### config.mk
export PLATFORM = sky130hd
export DESIGN_NAME = stack_cpu_controller
export DESIGN_NICKNAME = d
export VERILOG_FILES = /design/src/rtl/stack_cpu_controller.sv
export SDC_FILE = /design/constraint.sdc
export NUM_CORES = 1
export LEC_CHECK = 0
export BUFFER_PORTS_ARGS = -buffer_cell sky130_fd_sc_hd__buf_2
export CAP_MARGIN = 20
export CORE_MARGIN = 10
export CORE_UTILIZATION = 50
export DETAILED_ROUTE_END_ITERATION = 8
export PLACE_DENSITY = 0.78
export SLEW_MARGIN = 5
export SYNTH_ARGS = -nofsm -noshare
export SYNTH_HDL_FRONTEND = slang
export SYNTH_SLANG_ARGS = --single-unit
### constraint.sdc
create_clock -name clk -period 1.8 [get_ports clk]
set_input_delay 0.18 -clock clk [delete_from_list [all_inputs] [get_ports clk]]
set_output_delay 0.18 -clock clk [all_outputs]
set_load 0.05 [all_outputs]
### src/rtl/stack_cpu_controller.sv
// Multi-cycle control unit for the 8-bit stack processor.
// Owns pc, ir and the zero flag, and sequences memory, stack and ALU
// through fetch / decode / execute. Every strobe is a Moore decode of the
// registered state and ir, so an asynchronous reset drops them at once.
module stack_cpu_controller (
  input  logic       clk,
  input  logic       rst_n,
  input  logic [7:0] mem_data,
  input  logic       alu_zero,
  output logic [4:0] mem_addr,
  output logic       mem_read,
  output logic       mem_write,
  output logic       stk_push,
  output logic       stk_pop,
  output logic       stk_src,
  output logic       load_a,
  output logic       load_b,
  output logic [1:0] alu_op,
  output logic [4:0] pc,
  output logic       zero_flag,
  output logic       instr_done
);

  typedef enum logic [2:0] {
    S_FETCH    = 3'd0,
    S_DECODE   = 3'd1,
    S_POP_A    = 3'd2,
    S_POP_B    = 3'd3,
    S_ALU_WB   = 3'd4,
    S_PUSH_MEM = 3'd5,
    S_POP_MEM  = 3'd6
  } state_t;

  localparam logic [2:0] OP_ADD  = 3'b000;
  localparam logic [2:0] OP_SUB  = 3'b001;
  localparam logic [2:0] OP_AND  = 3'b010;
  localparam logic [2:0] OP_NOT  = 3'b011;
  localparam logic [2:0] OP_PUSH = 3'b100;
  localparam logic [2:0] OP_POP  = 3'b101;
  localparam logic [2:0] OP_JMP  = 3'b110;
  localparam logic [2:0] OP_JZ   = 3'b111;

  state_t     state_q, state_d;
  logic [4:0] pc_q, pc_d;
  logic [7:0] ir_q, ir_d;
  logic       zero_q, zero_d;

  logic [2:0] opcode_s;
  logic [4:0] operand_s;

  assign opcode_s  = ir_q[7:5];
  assign operand_s = ir_q[4:0];
  assign pc        = pc_q;
  assign zero_flag = zero_q;

  // State, pc, ir and zero flag registers with asynchronous clear.
  always_ff @(posedge clk or negedge rst_n) begin
    if (!rst_n) begin
      state_q <= S_FETCH;
      pc_q    <= 5'd0;
      ir_q    <= 8'd0;
      zero_q  <= 1'b0;
    end else begin
      state_q <= state_d;
      pc_q    <= pc_d;
      ir_q    <= ir_d;
      zero_q  <= zero_d;
    end
  end

  // Next-state logic and Moore strobe decode of the current state and ir.
  always_comb begin
    state_d    = state_q;
    pc_d       = pc_q;
    ir_d       = ir_q;
    zero_d     = zero_q;
    mem_addr   = 5'd0;
    mem_read   = 1'b0;
    mem_write  = 1'b0;
    stk_push   = 1'b0;
    stk_pop    = 1'b0;
    stk_src    = 1'b0;
    load_a     = 1'b0;
    load_b     = 1'b0;
    alu_op     = 2'b00;
    instr_done = 1'b0;

    case (state_q)
      S_FETCH: begin
        mem_addr = pc_q;
        mem_read = 1'b1;
        ir_d     = mem_data;
        pc_d     = pc_q + 5'd1;  // wraps 31 -> 0 naturally
        state_d  = S_DECODE;
      end
      S_DECODE: begin
        case (opcode_s)
          OP_ADD, OP_SUB, OP_AND, OP_NOT: state_d = S_POP_A;
          OP_PUSH: state_d = S_PUSH_MEM;
          OP_POP:  state_d = S_POP_MEM;
          OP_JMP: begin
            pc_d       = operand_s;
            instr_done = 1'b1;
            state_d    = S_FETCH;
          end
          OP_JZ: begin
            if (zero_q) begin
              pc_d = operand_s;
            end else begin
              pc_d = pc_q;
            end
            instr_done = 1'b1;
            state_d    = S_FETCH;
          end
          default: state_d = S_FETCH;
        endcase
      end
      S_POP_A: begin
        stk_pop = 1'b1;
        load_a  = 1'b1;
        // Unary not needs only one operand, so it skips POP_B.
        if (opcode_s == OP_NOT) begin
          state_d = S_ALU_WB;
        end else begin
          state_d = S_POP_B;
        end
      end
      S_POP_B: begin
        stk_pop = 1'b1;
        load_b  = 1'b1;
        state_d = S_ALU_WB;
      end
      S_ALU_WB: begin
        alu_op     = ir_q[6:5];
        stk_src    = 1'b0;
        stk_push   = 1'b1;
        instr_done = 1'b1;
        zero_d     = alu_zero;
        state_d    = S_FETCH;
      end
      S_PUSH_MEM: begin
        mem_addr   = operand_s;
        mem_read   = 1'b1;
        stk_src    = 1'b1;
        stk_push   = 1'b1;
        instr_done = 1'b1;
        state_d    = S_FETCH;
      end
      S_POP_MEM: begin
        mem_addr   = operand_s;
        mem_write  = 1'b1;
        stk_pop    = 1'b1;
        instr_done = 1'b1;
        state_d    = S_FETCH;
      end
      default: state_d = S_FETCH;
    endcase
  end

endmodule

==> impl_metrics.csv <==
group,metric,value,unit
synth,synth-simple-area-share,21.33,%
sta,period_share,96.79,%
synth,ys_seq_area_share,41.21,%
place,portBuffers,31,
finish,drive_gt1_share,44.37,%
global_route,grt_max_degree,19,
synth,synth_fp_nets,126,
cts,clk_latency,290,ps
synth,synth_cells,114,
worst_setup_path,critical-path-max-stage-delay,460,ps
finish,layout.nets,164,
worst_setup_path,crit_chain,"and2b_2 > and2_2 > nand2_1 > o21ai_2 > buf_4",
sta,max-slew-margin-rel,69.16,%
sta,max_freq,574.0,MHz
worst_setup_path,crit_fanout,7,
synth,syn_avg_cell_area,9.055,um^2
die,rows,16,
synth,netlist-cell-type-count,32,
worst_setup_path,reg2reg_from,"state_q[1]",
die,die_h,65.44,um
routing,drt_iter0_markers,29,
routing,via_count,989,
worst_hold_path,hold_class,"primary input to register",
place,placed_area,0.001266,mm^2
synth,yosys.area_share.adder,1.212,%
outcome,status,"completed",
die,start_util,52.61,%
global_route,grt_busiest_layer,"met2",
worst_setup_path,worstSetupStartpoint,"state_q[1]",
die,coreArea,0.001962,mm^2
synth,synth_top_family_by_area,"compound AO/OA/AOI/OAI gates",
synth,synth_compound_area_share,22.42,%
cts,clk_path_buf_depth,2,
cts,cts_root_buf,"clkbuf_4",
worst_setup_path,critPathLaunchType,"register",
die,dieWidth,65.44,um
synth,synthXorXnorAreaFrac,0.8485,%
global_route,use_met3,5.085,%
routing,antenna_left,0,
global_route,grt_pass1_vias,924,
place,dpl.hpwl,1.988,mm
finish,fin_area,0.001350,mm^2
routing,drt_wl_total,2.619,mm
synth,ys_warn_count,0,
worst_hold_path,hold_end,"zero_flag",
worst_setup_path,cpLargestDelayFamily,"simple AND/OR/NAND/NOR gates",
global_route,grt_antenna_before_repair,0,
sta,finalMaxSlewViolations,0,
finish,fillerInstances,163,
routing,wire_per_inst,14.71,um
cts,path_clk_slew,110,ps
die,die_area,0.004282,mm^2
global_route,grt_first_pass_wirelength,4.326,mm
global_route,overflow,0,
sta,tightest_slew,461.2,ps
worst_setup_path,worst-endpoint-required,1620,ps
finish,n_antenna_cell,0,
worst_setup_path,critPathSlowestCell,"dfrtp_2",
sta,skew,2.891,ps
worst_setup_path,reg2reg_depth,5,
synth,netlist_area,0.001032,mm^2
sta,min_period,1742,ps
global_route,globalRouteMet2Util,19.51,%
worst_hold_path,whs_path_depth,3,
worst_hold_path,hp-start,"alu_zero",
synth,synthMuxAreaShare,8.727,%
worst_setup_path,cp_num_buf_inv,1,
place,gp_congestion,0.8525,
worst_setup_path,arrival,1560,ps
routing,route.detailed.drc,0,
job,cap_viol_max_count,0,
finish,synthToLayoutAreaGrowth,30.79,%
synth,ys_ff_latch,17,
cts,h-tree-depth,1,
worst_setup_path,r2r-end,"state_q[0]",
worst_setup_path,end_kind,"primary output",
cts,cts_buffers,3,
routing,first_pass_iters,4,
sta,rsz0062_at_grt,"no",
global_route,track_usage,12.44,%
cts,clock-sinks,17,
global_route,use_met1,15.40,%
sta,hold_viol,0,
worst_setup_path,r2r_setup_slack,270,ps
sta,setup_violations,0,
routing,viasPerCell,5.556,
die,io_pins,32,
cts,cts_tree,"done",
sta,finalSetupTns,0,ps
worst_setup_path,timing_worst_setup_path_type,"register to primary output",
==> routing by layer <==
layer | vias to the layer above | part of all wire (%)
li1 | 491 | -
met1 | 463 | 44
met4 | 0 | 0.80
met5 | - | 0
met2 | 33 | 48
met3 | 2 | 7.0
==> per-stage QoR <==
| step | util [%] | setup WS [ps] | std cells | hold WS (ps) |
|---|---|---|---|---|
| 4_1_cts | 67.60 | 7.098 | 176 | 94.31 |
| 2_1_floorplan | - | 19.04 | 114 | -115.6 |
| 3_3_place_gp | 64.54 | 283.2 | 171 | 114.9 |
| 3_5_place_dp | 64.54 | 239.7 | 171 | 124.4 |
| 6_report | 68.81 | 57.72 | 178 | 92.06 |
| 5_1_grt | 68.81 | 1.769 | 178 | 100.4 |
==> cell type report <==
type	count	area (um^2)	area share [%]
Sequential cell	17	427.9	31.70
Inverter	2	7.507	0.5561
Timing Repair Buffer	41	255.2	18.91
Tap cell	27	33.78	2.502
Clock buffer	3	22.52	1.668
Clock inverter	1	7.507	0.5561
Multi-Input combinational cell	87	595.6	44.12
==> what timing repair did <==
item	4_1_cts	5_1_grt
endpoints found under the hold margin	17	0
pin swaps	0	0
endpoints found under the setup margin	7	7
gates resized for setup	9	4
hold buffers	1	0
buffers inserted	0	2
==> registers in the layout, indices dropped and copies added, names as in the netlist <==
name       cells
ir_q           8
pc             5
zero_flag      1
state_q        3
==> cell usage in the layout (no fill, tap or decap), drive strengths merged, types with 2 or more instances in the layout <==
cell type,netlist,final
a21oi,12,12
a22oi,4,4
a31oi,2,2
and2,5,5
and2b,2,2
and3b,2,2
buf,3,40
clkbuf,5,3
dfrtp,17,17
inv,2,2
mux2,8,8
nand2,10,10
nand3b,2,2
nor2,9,9
nor3b,2,2
o21ai,7,7
o22ai,8,8
==> synth_stat cells <==
cell	count	area share (%)
a21oi_1	12	5.8
nor3b_1	2	1.5
nor2_1	9	3.3
a22oi_1	4	2.9
nand3b_1	2	1.5
a211oi_1	1	0.73
buf_2	2	0.97
nor3_4	1	1.6
nand2b_1	1	0.61
clkbuf_1	5	1.8
a41oi_1	1	0.85
and3b_1	2	1.7
a221oi_1	1	0.85
and2b_1	2	1.5
o21ai_0	7	3.4
mux2_2	8	8.7
or2_2	1	0.61
a21boi_0	1	0.73
inv_1	2	0.73
or3b_2	1	0.85
buf_4	1	0.73
nand2_1	10	3.6
nor2b_1	1	0.61
o22ai_1	8	4.8
ha_1	1	1.2
a31oi_1	2	1.2
a2111o_1	1	1.1
and2_1	5	3.0
nand3_1	1	0.48
and3_1	1	0.61
xor2_1	1	0.85
dfrtp_1	17	41
==> kinds of logic (layout without fill, tap and decap cells) <==
| kind of cell | Yosys count | in the layout |
|---|---|---|
| buffers and inverters | 10 | 47 |
| flip-flops | 17 | 17 |
| AO/OA/AOI/OAI | 38 | 38 |
| adder cells (fa/ha/maj) | 1 | 1 |
| XOR/XNOR | 1 | 1 |
| AND/OR/NAND/NOR | 39 | 39 |
| multiplexers | 8 | 8 |
==> worst reg2reg max path, stage by stage (launching register included) <==
cell and delay, ps:
dfrtp_2 480, buf_4 190, or3b_2 470, a21oi_1 170, nor2_1 60, nor2_1 100
==> worst max-delay path by stage <==
stage,endpoint,slack (ps),depth (start not counted)
final,mem_addr[1],60,5
after detailed placement,mem_addr[4],240,5
after CTS,mem_addr[4],7,5
after global placement,mem_addr[3],280,5
after global routing,mem_addr[2],2,5
after floorplan,load_b,20,4
Power is not shown: default switching activity piles up to over one toggle a cycle in this logic, so the estimate is an artifact.
